File: src/rtl/alu_sequencer_if.sv
// rtl/alu_sequencer_if.sv - opcode, operand, register-file and ALU signals of the ALU sequencer
// master is the sequencer's view; slave is the decode/register-file/ALU side.
interface alu_sequencer_if #(
   parameter int DATASIZE = 8
);
   logic                op_valid;
   logic                op_ready;
   logic [7:0]          op_code;
   logic                imm_valid;
   logic                imm_ready;
   logic [DATASIZE-1:0] imm_data;
   logic                reg_rd;
   logic [2:0]          reg_sel;
   logic [DATASIZE-1:0] reg_data;
   logic [1:0]          alu_op;
   logic [DATASIZE-1:0] alu_a;
   logic [DATASIZE-1:0] alu_b;
   logic [DATASIZE-1:0] alu_f;
   logic [DATASIZE-1:0] alu_r;
   logic [DATASIZE-1:0] alu_fo;
   logic [DATASIZE-1:0] acc;
   logic [DATASIZE-1:0] flags;
   logic                done;
   logic                illegal;

   modport master (
      input  op_valid, op_code, imm_valid, imm_data, reg_data, alu_r, alu_fo,
      output op_ready, imm_ready, reg_rd, reg_sel, alu_op, alu_a, alu_b, alu_f,
             acc, flags, done, illegal
   );

   modport slave (
      output op_valid, op_code, imm_valid, imm_data, reg_data, alu_r, alu_fo,
      input  op_ready, imm_ready, reg_rd, reg_sel, alu_op, alu_a, alu_b, alu_f,
             acc, flags, done, illegal
   );
endinterface

File: src/rtl/alu_sequencer.sv
// rtl/alu_sequencer.sv - 8085 arithmetic/logic opcode sequencer driving an external 8-bit ALU
// Fetches operand B from the register file or an immediate byte, then writes the ALU result back.
module alu_sequencer #(
   parameter int DATASIZE = 8,
   parameter int CARRY_F  = 0,
   parameter int AUXC_F   = 4
) (
   input  logic           clk,
   input  logic           rst_n,
   alu_sequencer_if.master bus
);

   if (CARRY_F >= DATASIZE || AUXC_F >= DATASIZE || CARRY_F == AUXC_F) begin : g_flag_idx_check
      $error("alu_sequencer: flag bit indices out of range or overlapping");
   end

   typedef enum logic [2:0] {
      S_IDLE, S_RDREG, S_RDWAIT, S_IMM, S_EXEC, S_DONE, S_ILL
   } state_t;

   state_t              state, state_nx;
   logic [1:0]          op_q, dec_op, alu_op_q;
   logic                cin_q, dec_cin, dec_ok, is_reg, is_imm;
   logic [2:0]          sel_q;
   logic [DATASIZE-1:0] acc_q, flags_q, a_q, b_q, f_q, f_next;

   // The ggg field selects the operation identically for register and immediate forms.
   always_comb begin
      dec_op  = 2'b00;
      dec_cin = 1'b0;
      dec_ok  = 1'b0;
      case (bus.op_code[5:3])
         3'b000: begin dec_op = 2'b00; dec_ok = 1'b1; end
         3'b001: begin dec_op = 2'b00; dec_ok = 1'b1; dec_cin = 1'b1; end
         3'b010: begin dec_op = 2'b01; dec_ok = 1'b1; end
         3'b011: begin dec_op = 2'b01; dec_ok = 1'b1; dec_cin = 1'b1; end
         3'b100: begin dec_op = 2'b10; dec_ok = 1'b1; end
         3'b111: begin dec_op = 2'b11; dec_ok = 1'b1; end
         default: ;
      endcase
   end

   assign is_reg = dec_ok && (bus.op_code[7:6] == 2'b10) && (bus.op_code[2:0] != 3'b110);
   assign is_imm = dec_ok && (bus.op_code[7:6] == 2'b11) && (bus.op_code[2:0] == 3'b110);

   always_ff @(posedge clk or negedge rst_n) begin
      if (!rst_n) state <= S_IDLE;
      else        state <= state_nx;
   end

   always_comb begin
      state_nx      = state;
      bus.op_ready  = 1'b0;
      bus.imm_ready = 1'b0;
      bus.reg_rd    = 1'b0;
      bus.done      = 1'b0;
      bus.illegal   = 1'b0;
      case (state)
         S_IDLE: begin
            bus.op_ready = 1'b1;
            if (bus.op_valid) state_nx = is_reg ? S_RDREG : (is_imm ? S_IMM : S_ILL);
         end
         S_RDREG: begin
            bus.reg_rd = 1'b1;
            state_nx   = S_RDWAIT;
         end
         S_RDWAIT: state_nx = S_EXEC;
         S_IMM: begin
            bus.imm_ready = 1'b1;
            if (bus.imm_valid) state_nx = S_EXEC;
         end
         S_EXEC: state_nx = S_DONE;
         S_DONE: begin
            bus.done = 1'b1;
            state_nx = S_IDLE;
         end
         S_ILL: begin
            bus.illegal = 1'b1;
            state_nx    = S_IDLE;
         end
         default: state_nx = S_IDLE;
      endcase
   end

   // Only ADC/SBB/ACI/SBI see the stored carry; every other op gets a cleared carry-in.
   always_comb begin
      f_next          = flags_q;
      f_next[CARRY_F] = cin_q & flags_q[CARRY_F];
   end

   // ALU operands are loaded on entry to EXEC so they are stable for the whole EXEC cycle.
   always_ff @(posedge clk or negedge rst_n) begin
      if (!rst_n) begin
         op_q     <= 2'b00;
         cin_q    <= 1'b0;
         sel_q    <= 3'b000;
         alu_op_q <= 2'b00;
         a_q      <= '0;
         b_q      <= '0;
         f_q      <= '0;
         acc_q    <= '0;
         flags_q  <= '0;
      end else begin
         if (state == S_IDLE && bus.op_valid) begin
            op_q  <= dec_op;
            cin_q <= dec_cin;
            sel_q <= bus.op_code[2:0];
         end
         if (state == S_RDWAIT || (state == S_IMM && bus.imm_valid)) begin
            alu_op_q <= op_q;
            a_q      <= acc_q;
            f_q      <= f_next;
            b_q      <= (state == S_RDWAIT) ? bus.reg_data : bus.imm_data;
         end
         if (state == S_EXEC) begin
            flags_q <= bus.alu_fo;
            if (op_q != 2'b11) acc_q <= bus.alu_r;
         end
      end
   end

   assign bus.reg_sel = sel_q;
   assign bus.alu_op  = alu_op_q;
   assign bus.alu_a   = a_q;
   assign bus.alu_b   = b_q;
   assign bus.alu_f   = f_q;
   assign bus.acc     = acc_q;
   assign bus.flags   = flags_q;

endmodule

File: src/flat_wrapper.sv
// flat-port wrapper written by rule: the top's interface ports become plain ports
module alu_sequencer_flat 
#(
   parameter int DATASIZE = 8,
   parameter int CARRY_F  = 0,
   parameter int AUXC_F   = 4
)
  (clk, rst_n, bus_op_valid, bus_op_code, bus_imm_valid, bus_imm_data, bus_reg_data, bus_alu_r, bus_alu_fo, bus_op_ready, bus_imm_ready, bus_reg_rd, bus_reg_sel, bus_alu_op, bus_alu_a, bus_alu_b, bus_alu_f, bus_acc, bus_flags, bus_done, bus_illegal);
  alu_sequencer_if #(.DATASIZE(DATASIZE)) bus_i ();
  input  logic clk;
  input  logic rst_n;
  input wire logic [$bits(bus_i.op_valid)-1:0] bus_op_valid;
  input wire logic [$bits(bus_i.op_code)-1:0] bus_op_code;
  input wire logic [$bits(bus_i.imm_valid)-1:0] bus_imm_valid;
  input wire logic [$bits(bus_i.imm_data)-1:0] bus_imm_data;
  input wire logic [$bits(bus_i.reg_data)-1:0] bus_reg_data;
  input wire logic [$bits(bus_i.alu_r)-1:0] bus_alu_r;
  input wire logic [$bits(bus_i.alu_fo)-1:0] bus_alu_fo;
  output wire logic [$bits(bus_i.op_ready)-1:0] bus_op_ready;
  output wire logic [$bits(bus_i.imm_ready)-1:0] bus_imm_ready;
  output wire logic [$bits(bus_i.reg_rd)-1:0] bus_reg_rd;
  output wire logic [$bits(bus_i.reg_sel)-1:0] bus_reg_sel;
  output wire logic [$bits(bus_i.alu_op)-1:0] bus_alu_op;
  output wire logic [$bits(bus_i.alu_a)-1:0] bus_alu_a;
  output wire logic [$bits(bus_i.alu_b)-1:0] bus_alu_b;
  output wire logic [$bits(bus_i.alu_f)-1:0] bus_alu_f;
  output wire logic [$bits(bus_i.acc)-1:0] bus_acc;
  output wire logic [$bits(bus_i.flags)-1:0] bus_flags;
  output wire logic [$bits(bus_i.done)-1:0] bus_done;
  output wire logic [$bits(bus_i.illegal)-1:0] bus_illegal;
  assign bus_i.op_valid = bus_op_valid;
  assign bus_i.op_code = bus_op_code;
  assign bus_i.imm_valid = bus_imm_valid;
  assign bus_i.imm_data = bus_imm_data;
  assign bus_i.reg_data = bus_reg_data;
  assign bus_i.alu_r = bus_alu_r;
  assign bus_i.alu_fo = bus_alu_fo;
  assign bus_op_ready = bus_i.op_ready;
  assign bus_imm_ready = bus_i.imm_ready;
  assign bus_reg_rd = bus_i.reg_rd;
  assign bus_reg_sel = bus_i.reg_sel;
  assign bus_alu_op = bus_i.alu_op;
  assign bus_alu_a = bus_i.alu_a;
  assign bus_alu_b = bus_i.alu_b;
  assign bus_alu_f = bus_i.alu_f;
  assign bus_acc = bus_i.acc;
  assign bus_flags = bus_i.flags;
  assign bus_done = bus_i.done;
  assign bus_illegal = bus_i.illegal;
  alu_sequencer #(.DATASIZE(DATASIZE), .CARRY_F(CARRY_F), .AUXC_F(AUXC_F)) u_core (.clk(clk), .rst_n(rst_n), .bus(bus_i));
endmodule
File: config.mk
export PLATFORM = sky130hd
export DESIGN_NAME = alu_sequencer_flat
export DESIGN_NICKNAME = d
export VERILOG_FILES = /design/src/rtl/alu_sequencer_if.sv /design/src/rtl/alu_sequencer.sv /design/src/flat_wrapper.sv
export SDC_FILE = /design/constraint.sdc
export NUM_CORES = 1
export LEC_CHECK = 0
export ABC_AREA = 1
export BUFFER_PORTS_ARGS = -buffer_cell sky130_fd_sc_hd__buf_2
export CORE_UTILIZATION = 48
export CTS_CLUSTER_SIZE = 16
export DETAILED_ROUTE_END_ITERATION = 10
export HOLD_SLACK_MARGIN = 0.08
export PLACE_DENSITY = 0.8
export SLEW_MARGIN = 30
export SYNTH_ARGS = -nofsm -noshare
export SYNTH_HDL_FRONTEND = slang
export SYNTH_SLANG_ARGS = --single-unit
File: constraint.sdc
create_clock -name clk -period 1.95 [get_ports clk]
set_clock_uncertainty 0.15 [all_clocks]
set_input_delay 0.195 -clock clk [delete_from_list [all_inputs] [get_ports clk]]
set_output_delay 0.195 -clock clk [all_outputs]
set_load 0.01 [all_outputs]
; Word level (Yosys, flattened, before mapping)
; Index checks and enable logic that the tools add are counted.
[totals]
reg_bits = 51
inputBits = 44
output_inout_bits = 50
word_cells = 57
[classes]
n_eq_ne = 18
muxes = 14
n_bitwise = 1
reduce_logical = 14
[ops]
columns = op, n
row1 = $eq 3x3->1 const B, 6
row2 = $pmux 3 s5, 1
row3 = $eq 3x2->1 const B, 4
row4 = $mux 3, 4
row5 = $mux 8, 1
row6 = $mux 1, 7
row7 = $eq 3x1->1 const B, 2
row8 = $logic_and 1x1->1, 6
row9 = $logic_not 3->1, 2
row10 = $ne 2x2->1 const B, 3
row11 = $pmux 2 s3, 1
row12 = $reduce_or 6->1, 1
row13 = $eq 2x2->1 const B, 2
row14 = $reduce_and 2->1, 2
row15 = $reduce_or 2->1, 2
row16 = $ne 3x3->1 const B, 1
row17 = $and 1x1->1, 1
row18 = $logic_or 1x1->1, 1

; Longest topological paths before layout
[depth]
ltp_word = 9
ltp_mapped = 8
depth_no_buf = 8

; Least setup slack after synthesis
; Ideal clock, no wire load.
[synth_timing]
path_type = register to register
start = register u_core.state[2]
end = register u_core.state[1]
arrival_time_ns = 1.181
t_required_ns = 1.682
setup_slack_ns = 0.501
path_stages_with_launch = 9
period_less_slack_ns = 1.449
path_cell_list = dfrtp_1 inv_2 nand2_4 nor2_1 nand2_1 o21ai_1 inv_1 nand2_1 nand2_1
[synth_between]
elab_chain_len = 3
[synth_rtl]
columns = element, line
row1 = from (decl), alu_sequencer.sv:21  ; state_t state, state_nx;
row2 = from (signal assigned), alu_sequencer.sv:48  ; else state <= state_nx;
row3 = $eq 3x2->1 or $logic_not 3->1 (tied branches), alu_sequencer.sv:58  ; case (state)
row4 = $ne 2x2->1 (no source line), -
row5 = $reduce_and 2->1 (no source line), -
; Several ways; a longest one is shown, not always the timed one.
; A chain may end at the register's enable or synchronous reset.

; Worst setup path in the final report
[layout_timing]
start = register u_core.state[2]
end = register u_core.b_q[4], in the netlist u_core.bus.alu_b[4]
[layout_between]
elab_chain_len = 3
[layout_rtl]
columns = element, line
row1 = $eq 3x2->1, alu_sequencer.sv:109  ; if (state == S_RDWAIT || (state == S_IMM && bus.imm_valid)) begin
row2 = $logic_and 1x1->1, alu_sequencer.sv:109
row3 = $logic_or 1x1->1, alu_sequencer.sv:109
row4 = to (signal assigned), alu_sequencer.sv:113  ; b_q <= (state == S_RDWAIT) ? bus.reg_data : bus.imm_data;
row5 = to (decl), alu_sequencer.sv:25  ; logic [DATASIZE-1:0] acc_q, flags_q, a_q, b_q, f_q, f_next;
; Several ways; a longest one is shown, not always the timed one.

==> qor.csv <==
metric;value;unit
finalPower;4.89;mW
holdWs;0.0925;ns
cts_hold_buf;39;
placed_area;2740;sq um
regArea;1280;sq um
synthTopCellsByArea;dfrtp_1 56%, nand2_1 19%, a21oi_1 4.2%, nand3_1 4.0%, inv_1 3.1%;
postSynthCellCount;273;
gp_congestion;0.811;
synth_nets;317;
p_int;2.90;mW
hp-start;bus_imm_valid;
cts_buffers;5;
power.share.sequential;0.388;
antenna_cells;0;
rsz0062_at_grt;false;
fin_cells;456;
combPwrFrac;0.436;
core_area;4440;sq um
worstPathRequired;1.99;ns
clock-sinks;51;
synth_area;2270;sq um
p_switching;1.98;mW
yosysUniqueCellTypes;19;
whs_endpoint;u_core.state[0];
dpl.cell_count;409;
vias;2247;
pre_cts_ws;0.210;ns
p_leak;1.81;nW
drt_drc_violations_left;12;
final_nets;447;
grt_remaining_overflow;0;
final_core_util;0.733;
clockBufferDepth;2;
crit_fanout;29;
clock.fmax;0.561;GHz
power_density;1500;nW/um^2
rows;24;
crit_chain;inv_2 > nand2_4 > a21oi_4 > inv_2 > a21oi_1 > a21oi_1;
start_util;0.510;
tns;0;ns
violations;design-rule violations;
antenna_left;0;
final_area;3260;sq um
arrival;1.82;ns
worst-path-buf-inv;2;
cpMaxStageDelayCell;dfrtp_1;
path_class;register to register;
ios;94;
maxSlewHeadroom;0.575;
finalCriticalPeriod;1.78;ns
netlist.area_leader.share;0.563;
peakVddDrop;0.652;mV
cts_tree;built;
min_period_over_period;0.913;
cap_violations;0;
root_buffer;clkbuf_8;
drive_gt1_frac;0.285;
clk_pin_slew;0.09;ns
die_x;70.7;microns
worst_setup_path_start_kind;register;
timing.final.max_slew_violations;0;
ys_ff_latch;51;
die_area;5000;sq um
multi_input_area;810;sq um
wl_per_cell;13.3;microns
viasPerCell;4.93;
power.share.clock;0.176;
die_h;70.7;microns
grtUsageTotal;0.254;
finalSetupViolCount;0;
crit_family;compound AO/OA/AOI/OAI gates;
area_growth_syn_to_layout;43.7;%
fin_ws;0.169;ns
drt_first_pass_iters;7;
hold_class;input port to register;
grt_first_pass_wirelength;9740;microns
grt_max_degree;52;
grt_pass1_vias;2130;
insertion_delay;0.31;ns
hold_path_depth;4;
synth_warnings;0;
p_sw_frac;0.406;
rr_startpoint;u_core.state[2];
hold_violations;0;
post-cts-setup-buffers;0;
worst_pin_slew;0.637;ns
hpwl;3690;microns
yosysSeqAreaShare;0.563;
synthDominantAreaCellType;dfrtp_1;
slowest_delay;0.44;ns
fillers;339;
synth.avg_cell_area;8.31;sq um
r2r_cells;6;
reg2reg_to;u_core.bus.alu_b[4];
io_buffers;93;
outcome;finished with violations;
end_kind;register;
antenna_found_initial;0;
h-tree-depth;2;
wl;6070;microns
ctsResizeCount;0;
ff2ff_setup_slack;0.17;ns
first_iter_violations;167;
[worst reg2reg max path, cell delays in order, from the launching register on]
cell	delay, ns
dfrtp_1	0.44
inv_2	0.15
nand2_4	0.08
a21oi_4	0.27
inv_2	0.27
a21oi_1	0.20
a21oi_1	0.10
[cell type report]
class / instances / area share
clock buffers: 6 / 0.0223
clock inverters: 2 / 0.0184
inverters: 22 / 0.0253
multi-input cells: 186 / 0.248
flip-flops and latches: 51 / 0.392
well taps: 52 / 0.0200
repair buffers: 137 / 0.274
[worst max-delay path by stage]
stage                          from             endpoint  slack [ns]  depth (start not counted)
finish              u_core.state[2]  u_core.bus.alu_b[4]        0.17                          6
global route        u_core.state[2]  u_core.bus.alu_b[4]       0.004                          6
CTS                 u_core.state[2]  u_core.bus.alu_b[7]        0.20                          6
detailed placement  u_core.state[2]  u_core.bus.alu_b[7]        0.21                          6
global placement    u_core.state[2]  u_core.bus.alu_b[1]        0.28                          6
floorplan           u_core.state[2]      u_core.state[1]        0.50                          8
[sequential cells by signal (all words and copies together) (netlist names)]
signal / cells
u_core.bus.flags: 8
u_core.state: 3
u_core.op_q: 2
u_core.bus.alu_f: 8
u_core.cin_q: 1
u_core.bus.acc: 8
u_core.bus.alu_a: 8
u_core.bus.alu_b: 8
u_core.bus.alu_op: 2
u_core.bus.reg_sel: 3
[synth_stat cells]
library cell  number
buf_4              7
nor2_4             2
nor2_1            14
nand2_4            1
a21oi_4            1
nand2_1          114
nand2_2            3
inv_1             19
o21ai_1            1
buf_2              5
dfrtp_1           51
nand3_1           18
o211ai_1           1
inv_2              3
a21oi_1           19
o21ai_0            8
buf_6              2
o31ai_1            1
nor3_1             3
[cells in the final DEF, fill, tap and decap left out, drive strengths merged, types with 2 or more instances in the layout]
cell type / synthesis / layout
nand3: 18 / 18
buf: 14 / 98
a21oi: 20 / 20
dfrtp: 51 / 51
clkbuf: 0 / 6
o21ai: 9 / 9
nand2: 118 / 118
nor2: 16 / 16
nor3: 3 / 3
bufinv: 0 / 2
inv: 22 / 22
dlygate4sd3: 0 / 39
[power groups by stage]
| stage | registers (mW) | logic (mW) | clock network [mW] |
|---|---|---|---|
| floorplan | 2.05 | 1.19 | 0 |
| global placement | 1.89 | 1.98 | 0 |
| detailed placement | 1.91 | 2.05 | 0 |
| CTS | 1.89 | 2.12 | 0.867 |
| global route | 1.96 | 2.37 | 0.914 |
| finish | 1.90 | 2.13 | 0.860 |
[per-layer routing]
| metal | wire (microns) | track usage |
|---|---|---|
| met5 | 0 | 0 |
| met4 | 200 | 0.127 |
| met3 | 282 | 0.0613 |
| met2 | 3090 | 0.446 |
| met1 | 2500 | 0.292 |
[logic make-up after synthesis]
family          synth area share
compound gates            0.0756
buf+inv                   0.0805
flops                      0.563
simple gates               0.281
Note: power is estimated with default switching activity, not from simulation.
